**config.mk**
```make
export PLATFORM = sky130hd
export DESIGN_NAME = step_controller
export DESIGN_NICKNAME = d
export VERILOG_FILES = /design/src/rtl/step_ctrl_pkg.sv /design/src/rtl/input_debouncer.sv /design/src/rtl/step_controller.sv
export SDC_FILE = /design/constraint.sdc
export NUM_CORES = 1
export LEC_CHECK = 0
export CAP_MARGIN = 15
export CORE_MARGIN = 2
export CORE_UTILIZATION = 35
export DETAILED_ROUTE_END_ITERATION = 12
export PLACE_DENSITY_LB_ADDON = 0.1
export SYNTH_ARGS = -nofsm -noshare
export SYNTH_HDL_FRONTEND = slang
export SYNTH_SLANG_ARGS = --single-unit
```
**constraint.sdc**
```tcl
create_clock -name clkFPGA -period 17.7 [get_ports clkFPGA]
set_input_delay 3.54 -clock clkFPGA [delete_from_list [all_inputs] [get_ports clkFPGA]]
set_output_delay 3.54 -clock clkFPGA [all_outputs]
set_load 0.03 [all_outputs]
```
**src/rtl/step_ctrl_pkg.sv**
```systemverilog
`default_nettype none
// ---------------------------------------------------------------------------
// step_ctrl_pkg: shared state encoding and snapshot select codes | Rev 1.0
// ---------------------------------------------------------------------------
package step_ctrl_pkg;

  typedef enum logic [2:0] {
    S_RUN     = 3'd0,
    S_IDLE    = 3'd1,
    S_PULSE   = 3'd2,
    S_RELEASE = 3'd3,
    S_DONE    = 3'd4
  } step_state_t;

  localparam logic [2:0] STAT_STALL  = 3'd0;
  localparam logic [2:0] STAT_ARITH  = 3'd1;
  localparam logic [2:0] STAT_MEM    = 3'd2;
  localparam logic [2:0] STAT_CYCLES = 3'd3;
  localparam logic [2:0] STAT_INSTR  = 3'd4;
  localparam int         STAT_COUNT  = 5;

endpackage
`default_nettype wire

```
**src/rtl/input_debouncer.sv**
```systemverilog
`default_nettype none
// ---------------------------------------------------------------------------
// input_debouncer: 2-FF synchronizer followed by a stability counter | Rev 1.0
// ---------------------------------------------------------------------------
module input_debouncer #(
  parameter int DEBOUNCE_CYCLES = 50000
) (
  input  logic clk,
  input  logic rst,
  input  logic raw,
  output logic level
);

  localparam int c_cnt_w = $clog2(DEBOUNCE_CYCLES + 1);
  localparam logic [c_cnt_w-1:0] c_cnt_last = c_cnt_w'(DEBOUNCE_CYCLES - 1);

  logic               r_sync1;
  logic               r_sync2;
  logic [c_cnt_w-1:0] r_cnt;

  // The counter tracks how many consecutive samples disagree with the accepted level.
  always_ff @(posedge clk or posedge rst) begin
    if (rst) begin
      r_sync1 <= 1'b0;
      r_sync2 <= 1'b0;
      r_cnt   <= '0;
      level   <= 1'b0;
    end else begin
      r_sync1 <= raw;
      r_sync2 <= r_sync1;
      if (r_sync2 == level) begin
        r_cnt <= '0;
      end else if (r_cnt == c_cnt_last) begin
        level <= r_sync2;
        r_cnt <= '0;
      end else begin
        r_cnt <= r_cnt + 1'b1;
      end
    end
  end

endmodule
`default_nettype wire

```
**src/rtl/step_controller.sv**
```systemverilog
`default_nettype none
// ---------------------------------------------------------------------------
// step_controller: run/step debug driver with performance-counter snapshots | Rev 1.0
// ---------------------------------------------------------------------------
module step_controller
  import step_ctrl_pkg::*;
#(
  parameter int DEBOUNCE_CYCLES = 50000,
  parameter int PULSE_CYCLES    = 1,
  parameter int CNT_W           = 32
) (
  input  logic             clkFPGA,
  input  logic             rst,
  input  logic             step_mode_sw,
  input  logic             next_btn,
  input  logic             finish,
  input  logic [CNT_W-1:0] R28_stall_count,
  input  logic [CNT_W-1:0] R29_aritmetric_count,
  input  logic [CNT_W-1:0] R30_memory_count,
  input  logic [CNT_W-1:0] cycles,
  input  logic [CNT_W-1:0] instr_count,
  input  logic [2:0]       stat_sel,
  output logic             stepping_flag,
  output logic             next_instr,
  output logic [CNT_W-1:0] stat_out,
  output logic             done
);

  localparam int c_pulse_w = (PULSE_CYCLES > 1) ? $clog2(PULSE_CYCLES) : 1;
  localparam logic [c_pulse_w-1:0] c_pulse_last = c_pulse_w'(PULSE_CYCLES - 1);

  logic                 w_sw_db;
  logic                 w_btn_db;
  logic                 r_btn_db_q;
  logic                 w_btn_rise;
  step_state_t          r_state;
  step_state_t          w_state_nxt;
  logic [c_pulse_w-1:0] r_pulse_cnt;
  logic [c_pulse_w-1:0] w_pulse_cnt_nxt;
  logic                 w_take_snap;
  logic                 r_stepping;
  logic                 r_next;
  logic                 r_done;
  logic [CNT_W-1:0]     r_snap [STAT_COUNT];
  logic [CNT_W-1:0]     r_stat_out;

  input_debouncer #(.DEBOUNCE_CYCLES(DEBOUNCE_CYCLES)) u_sw_db (
    .clk   (clkFPGA),
    .rst   (rst),
    .raw   (step_mode_sw),
    .level (w_sw_db)
  );

  input_debouncer #(.DEBOUNCE_CYCLES(DEBOUNCE_CYCLES)) u_btn_db (
    .clk   (clkFPGA),
    .rst   (rst),
    .raw   (next_btn),
    .level (w_btn_db)
  );

  assign w_btn_rise = w_btn_db & ~r_btn_db_q;

  always_comb begin
    w_state_nxt     = r_state;
    w_pulse_cnt_nxt = '0;
    case (r_state)
      S_RUN:     if (w_sw_db) w_state_nxt = S_IDLE;
      S_IDLE: begin
        if (w_btn_rise)    w_state_nxt = S_PULSE;
        else if (!w_sw_db) w_state_nxt = S_RUN;
      end
      S_PULSE: begin
        if (r_pulse_cnt == c_pulse_last) w_state_nxt = S_RELEASE;
        else                             w_pulse_cnt_nxt = r_pulse_cnt + 1'b1;
      end
      S_RELEASE: if (!w_btn_db) w_state_nxt = S_IDLE;
      S_DONE:    w_state_nxt = S_DONE;
      default:   w_state_nxt = S_RUN;
    endcase
    if (finish) w_state_nxt = S_DONE;
    // A finish that truncates a pulse satisfies both triggers but still yields one copy.
    w_take_snap = ((r_state == S_PULSE) && (w_state_nxt != S_PULSE)) ||
                  (finish && (r_state != S_DONE));
  end

  // Outputs are decoded from the next state and registered with it, so they switch with the state.
  always_ff @(posedge clkFPGA or posedge rst) begin
    if (rst) begin
      r_state     <= S_RUN;
      r_pulse_cnt <= '0;
      r_btn_db_q  <= 1'b0;
      r_stepping  <= 1'b0;
      r_next      <= 1'b0;
      r_done      <= 1'b0;
    end else begin
      r_state     <= w_state_nxt;
      r_pulse_cnt <= w_pulse_cnt_nxt;
      r_btn_db_q  <= w_btn_db;
      r_stepping  <= (w_state_nxt != S_RUN);
      r_next      <= (w_state_nxt == S_PULSE);
      r_done      <= (w_state_nxt == S_DONE);
    end
  end

  always_ff @(posedge clkFPGA or posedge rst) begin
    if (rst) begin
      for (int i = 0; i < STAT_COUNT; i++) r_snap[i] <= '0;
      r_stat_out <= '0;
    end else begin
      if (w_take_snap) begin
        r_snap[STAT_STALL]  <= R28_stall_count;
        r_snap[STAT_ARITH]  <= R29_aritmetric_count;
        r_snap[STAT_MEM]    <= R30_memory_count;
        r_snap[STAT_CYCLES] <= cycles;
        r_snap[STAT_INSTR]  <= instr_count;
      end
      case (stat_sel)
        STAT_STALL:  r_stat_out <= r_snap[STAT_STALL];
        STAT_ARITH:  r_stat_out <= r_snap[STAT_ARITH];
        STAT_MEM:    r_stat_out <= r_snap[STAT_MEM];
        STAT_CYCLES: r_stat_out <= r_snap[STAT_CYCLES];
        STAT_INSTR:  r_stat_out <= r_snap[STAT_INSTR];
        default:     r_stat_out <= '0;
      endcase
    end
  end

  assign stepping_flag = r_stepping;
  assign next_instr    = r_next;
  assign done          = r_done;
  assign stat_out      = r_stat_out;

endmodule
`default_nettype wire

```
==> results of run 1 <==
==> state kept, by name, indices dropped and copies added (netlist names), 3 cells and up <==
name            cells
u_btn_db.r_cnt     16
r_snap            160
u_sw_db.r_cnt      16
r_state             3
stat_out           32
==> power breakdown <==
part | internal (mW) | switching, mW | total [mW]
clock network | 0.319 | 0.219 | 0.538
logic | 0.0358 | 0.0307 | 0.0665
registers | 0.544 | 0.00156 | 0.545
total | 0.898 | 0.252 | 1.15
==> cells by family after synthesis <==
family                     count (synthesis)  share of synthesized area, %
xor gates and xnor gates                  29                          2.57
adders and majority gates                  2                         0.253
buffers and inverters                     53                          2.55
and+or+nand+nor                           96                          5.08
DFF                                      237                          59.9
AOI/OAI and AO/OA                        105                          7.57
muxes                                    194                          22.1
==> synth_stat cells, types with 4 or more instances <==
library cell / number / area share, %
nand2_1: 8 / 0.30
and3_1: 4 / 0.25
nor2_1: 38 / 1.4
nor4_1: 8 / 0.51
buf_2: 13 / 0.66
xnor2_1: 23 / 2.0
nand3_1: 11 / 0.56
a22oi_1: 62 / 4.7
dfrtp_1: 237 / 60
clkbuf_1: 20 / 0.76
mux2_1: 9 / 1.0
mux2_2: 184 / 21
nand4_1: 7 / 0.44
xor2_1: 6 / 0.53
o22ai_1: 32 / 2.0
buf_4: 10 / 0.76
inv_1: 10 / 0.38
nor3_1: 8 / 0.40
==> layout make-up <==
type,instances,area (sq um)
Antenna cell,2,5.00
Clock buffer,37,773
Clock inverter,11,87.6
Fill cell,2486,14700
Inverter,10,45.0
Multi-Input combinational cell,426,3740
Sequential cell,237,5930
Tap cell,378,473
Timing Repair Buffer,208,2050
==> through the flow <==
step | worst slack [ns] | hold WS, ns
floorplan | 7.66 | 0.331
global placement | 11.55 | 0.347
detailed placement | 11.45 | 0.345
CTS | 12.00 | 0.366
global route | 11.86 | 0.375
finish | 11.96 | 0.360
==> cells in the final DEF (no fill, tap or decap), drive strengths merged, types with 9 or more instances in the layout <==
master           n
a22oi           63
buf              9
clkbuf          37
clkdlybuf4s50  199
dfrtp          237
inv             12
mux2           193
nand3           12
nor2            38
o22ai           32
xnor2           23
==> critical path, stage by stage <==
cell	delay (ns)
clkdlybuf4s50_1	0.48
o21bai_1	0.20
a22oi_2	0.54
buf_4	0.84
mux2_2	0.42
==> per-layer routing <==
metal  share of wire [%]  routed length, um  global-route usage [%]  vias up
met4                 1.3                333                    3.18        2
met1                  42              10600                    21.1     3340
met2                  50              12600                    29.9      150
met5               0.052                 13                       0        -
met3                 6.7               1700                    5.24       25
li1                    -                  -                       -     3006
==> worst max-delay path by stage <==
stage,to,start,cells after the start
2_1_floorplan,done$_DFF_PP0_,rst,1
3_3_place_gp,r_snap[63]$_DFFE_PP0P_,finish,5
3_5_place_dp,r_snap[95]$_DFFE_PP0P_,finish,5
4_1_cts,r_snap[95]$_DFFE_PP0P_,finish,5
5_1_grt,r_snap[38]$_DFFE_PP0P_,finish,5
6_report,r_snap[81]$_DFFE_PP0P_,finish,5
==> out/metrics.yaml, run 1 <==
power_and_ir_drop:
  ir_drop_mv: 0.0473
  p_leak_nw: 6.02
  power_density_nw_per_um2: 87.8
  p_total_mw: 1.15
routing:
  dr.pass1.iters: 4
  dr.first_iter.drc_count: 364
  vias_per_cell: 4.98
  routedWlPerCell_um: 19.3
  ant_nets: 0
  drc_errors: 0
  vias: 6523
  wl_um: 25200
logic_synthesis:
  yosysSeqAreaShare_pct: 59.9
  yosysWarnings: 0
  synth_area_sq_um: 9900
  synth-main-ff-cell: "dfrtp_1"
  ys_seq_elements: 237
  yosysUniqueCellTypes: 38
  synthArstFlopShare_pct: 100
  syn_nets: 886
  synth-edff-count: 0
  syn_area_per_cell_sq_um: 13.8
  netlist_instances: 716
timing:
  timing.final.crit_share_pct: 32.4
  setup_viol: 0
  hold_viol: 0
  slew_headroom_pct: 29.5
  period_needed_ns: 5.74
  rsz0062_at_grt: "false"
  fin_worst_skew_ns: 0.0124
  tns_ns: 0
  tightest_slew_ns: 1.06
  drv_slew: 0
  max_freq_mhz: 174
floorplan:
  initial_utilization_pct: 35.6
  num_rows: 61
  die_h_um: 172
  die_area_sq_um: 29600
  ioPinCount: 203
  dieWidth_um: 172
  core-area_sq_um: 27800
status:
  status: "finished, final reports clean"
finish:
  nNetsFinal: 1080
  syn2layout_area_growth_pct: 32.4
  final_cells: 1309
  final_core_util_pct: 47.2
  final_area_sq_um: 13100
  drive_gt1_share_pct: 26.5
worst_hold_path:
  min_to: "u_sw_db.r_sync2$_DFF_PP0_"
  hold_depth: 0
  worstHoldStart: "u_sw_db.r_sync1$_DFF_PP0_"
  hold_class: "reg2reg"
cts:
  clock_path_buffers: 3
  holdBufCountCts: 0
  cts_resized: 0
  cts_tree: "done"
  post_cts_buffers: 0
  h-tree-depth: 1
  cts_made_buffers: 27
  clock_latency_ns: 0.53
  clkSlewWorstSetupHoldPaths_ns: 0.06
  clock-sinks: 237
  root_buffer: "clkbuf_16"
grt:
  first_global_vias: 7209
  grt_pass1_wl_um: 39500
  grt_start_max_net_pins: 98
  overflow: 0
  track_usage_pct: 17.1
  antenna_found_initial: 3
critical_path:
  crit_fanout: 77
  r2r_end: "r_snap[81]$_DFFE_PP0P_"
  worstSetupStartpointType: "primary input"
  arrival_ns: 6.14
  ff2ff_path_depth: 5
  rrSetupSlack_ns: 15.15
  crit_required_ns: 18.10
  worstReg2RegStart: "r_state[0]$_DFF_PP0_"
  worst_setup_path_end_kind: "flop"
  worstSetupPathType: "in2reg"
placed_design:
  dp.cells: 1259
  dp_hpwl_um: 16500
  port-buffer-count: 202
  gp_congestion: 0.770
  placed_area_sq_um: 12200
job:
  drv_cap: 0
(Power assumes the default switching activity.)
==> inputs of run 2 (changes only) <==
==> constraint.sdc (replaced) <==
create_clock -name clkFPGA -period 4.9 [get_ports clkFPGA]
set_input_delay 0.98 -clock clkFPGA [delete_from_list [all_inputs] [get_ports clkFPGA]]
set_output_delay 0.98 -clock clkFPGA [all_outputs]
set_load 0.03 [all_outputs]
==> out/metrics.yaml, run 2 (synthesis results as in run 1) <==
routing:
  vias_per_cell: 5.03
  routedWlPerCell_um: 19.4
  dr.pass1.iters: 5
  dr.first_iter.drc_count: 362
  ant_nets: 0
  met1_length_um: 11000
  highest_layer: "met5"
  wl_met3_um: 1810
  drc_errors: 0
  wl_um: 25500
  wl_met2_um: 12000
  vias: 6599
placed_design:
  gp_congestion: 0.757
  pre_cts_slack_ns: 1.48
  port-buffer-count: 202
  dp_hpwl_um: 17000
finish:
  layout.cells.most_common_list: "dfrtp_1, clkdlybuf4s50_1, mux2_2, a22oi_1, nor2_1"
  fillCellCount: 2488
  largest_reg_flops: 160
  final_core_util_pct: 47.5
  drive_gt1_share_pct: 26.2
  nNetsFinal: 1082
  syn2layout_area_growth_pct: 33.3
  final_common_cell: "dfrtp_1"
  regMostFlops: "r_snap"
floorplan:
  dieWidth_um: 172
  die_area_sq_um: 29600
  die_h_um: 172
  core-area_sq_um: 27800
  num_rows: 61
  ioPinCount: 203
  initial_utilization_pct: 35.6
status:
  status: "finished, final reports clean"
timing:
  setup_slack_ns: 2.04
  period_needed_ns: 2.86
  rsz0062_at_grt: "false"
  drv_slew: 0
  timing.final.crit_share_pct: 58.4
  tns_ns: 0
  hold_viol: 0
  tightest_slew_ns: 1.03
  setup_viol: 0
  fin_worst_skew_ns: 0.00733
  max_freq_mhz: 350
  slew_headroom_pct: 31.1
cts:
  clock_path_buffers: 3
  root_buffer: "clkbuf_16"
  cts_made_buffers: 28
  cts_resized: 0
  post_cts_buffers: 0
  cts_tree: "done"
  h-tree-depth: 1
  clkSlewWorstSetupHoldPaths_ns: 0.06
  holdBufCountCts: 0
  clock-sinks: 237
  clock_latency_ns: 0.53
critical_path:
  arrival_ns: 3.27
  crit_required_ns: 5.31
  worst_setup_path_end_kind: "flop"
  rrSetupSlack_ns: 2.71
  worstSetupPathType: "in2reg"
  slowest_delay_ns: 0.60
  critical_path.slowest_cell: "buf_4"
  worstPathCellList: "clkdlybuf4s50_1 > o21bai_1 > a22oi_2 > buf_4 > mux2_2"
  worstSetupStartpointType: "primary input"
  crit_fanout: 46
grt:
  grt_start_max_net_pins: 105
  track_usage_pct: 17.2
  grt_pass1_wl_um: 39100
  antenna_found_initial: 5
  overflow: 0
  first_global_vias: 7051
power_and_ir_drop:
  p_leak_nw: 6.05
  power_density_nw_per_um2: 322
  ir_drop_mv: 0.223
worst_hold_path:
  hold_class: "reg2reg"
job:
  drv_cap: 0
==> run 2: worst paths after layout <==
kind                                              end  cells past startpoint                        from
setup / recovery               r_snap[16]$_DFFE_PP0P_                      5                      finish
hold / removal             u_btn_db.r_sync2$_DFF_PP0_                      0  u_btn_db.r_sync1$_DFF_PP0_
setup reg to reg               r_snap[16]$_DFFE_PP0P_                      5        r_state[0]$_DFF_PP0_
hold reg to reg            u_btn_db.r_sync2$_DFF_PP0_                      0  u_btn_db.r_sync1$_DFF_PP0_
max in group asynchronous     r_snap[124]$_DFFE_PP0P_                      3                         rst
min in group asynchronous  u_sw_db.r_cnt[8]$_DFF_PP0_                      2                         rst
==> run 2: where the power goes <==
part,switching [mW],internal (mW),total [mW]
Clock,0.784,1.25,2.03
Sequential,0.00576,1.96,1.97
Combinational,0.112,0.131,0.243
==> run 2: layout make-up <==
type	instances	area, sq um	area share, %
flip-flops and latches	237	5930	44.9
well taps	378	473	3.58
clock inverters	4	45.0	0.341
repair buffers	209	2100	15.9
clock buffers	46	870	6.59
multi-input cells	426	3740	28.3
inverters	10	41.3	0.313
diodes	1	2.50	0.0190
==> run 2: layer usage <==
metal,global-route usage (%),up-vias
li1,-,3010
met1,22.1,3369
met2,27.8,166
met3,5.49,48
met4,4.97,6
met5,0,-
==> run 2: metrics by stage <==
stage	cells	hold slack [ns]	power [mW]	cell area [sq um]
5_1_grt	1310	0.368	4.42	13200
3_5_place_dp	1260	0.341	2.25	12300
2_1_floorplan	716	0.331	2.07	9900
3_3_place_gp	1260	0.344	2.25	12300
6_report	1311	0.349	4.25	13200
4_1_cts	1310	0.353	4.31	13200
==> run 2: critical path: cells and delay by family <==
kind	cells	cell delay, ns
buffers and inverters	2	1.09
muxes	1	0.41
AOI/OAI and AO/OA	2	0.76
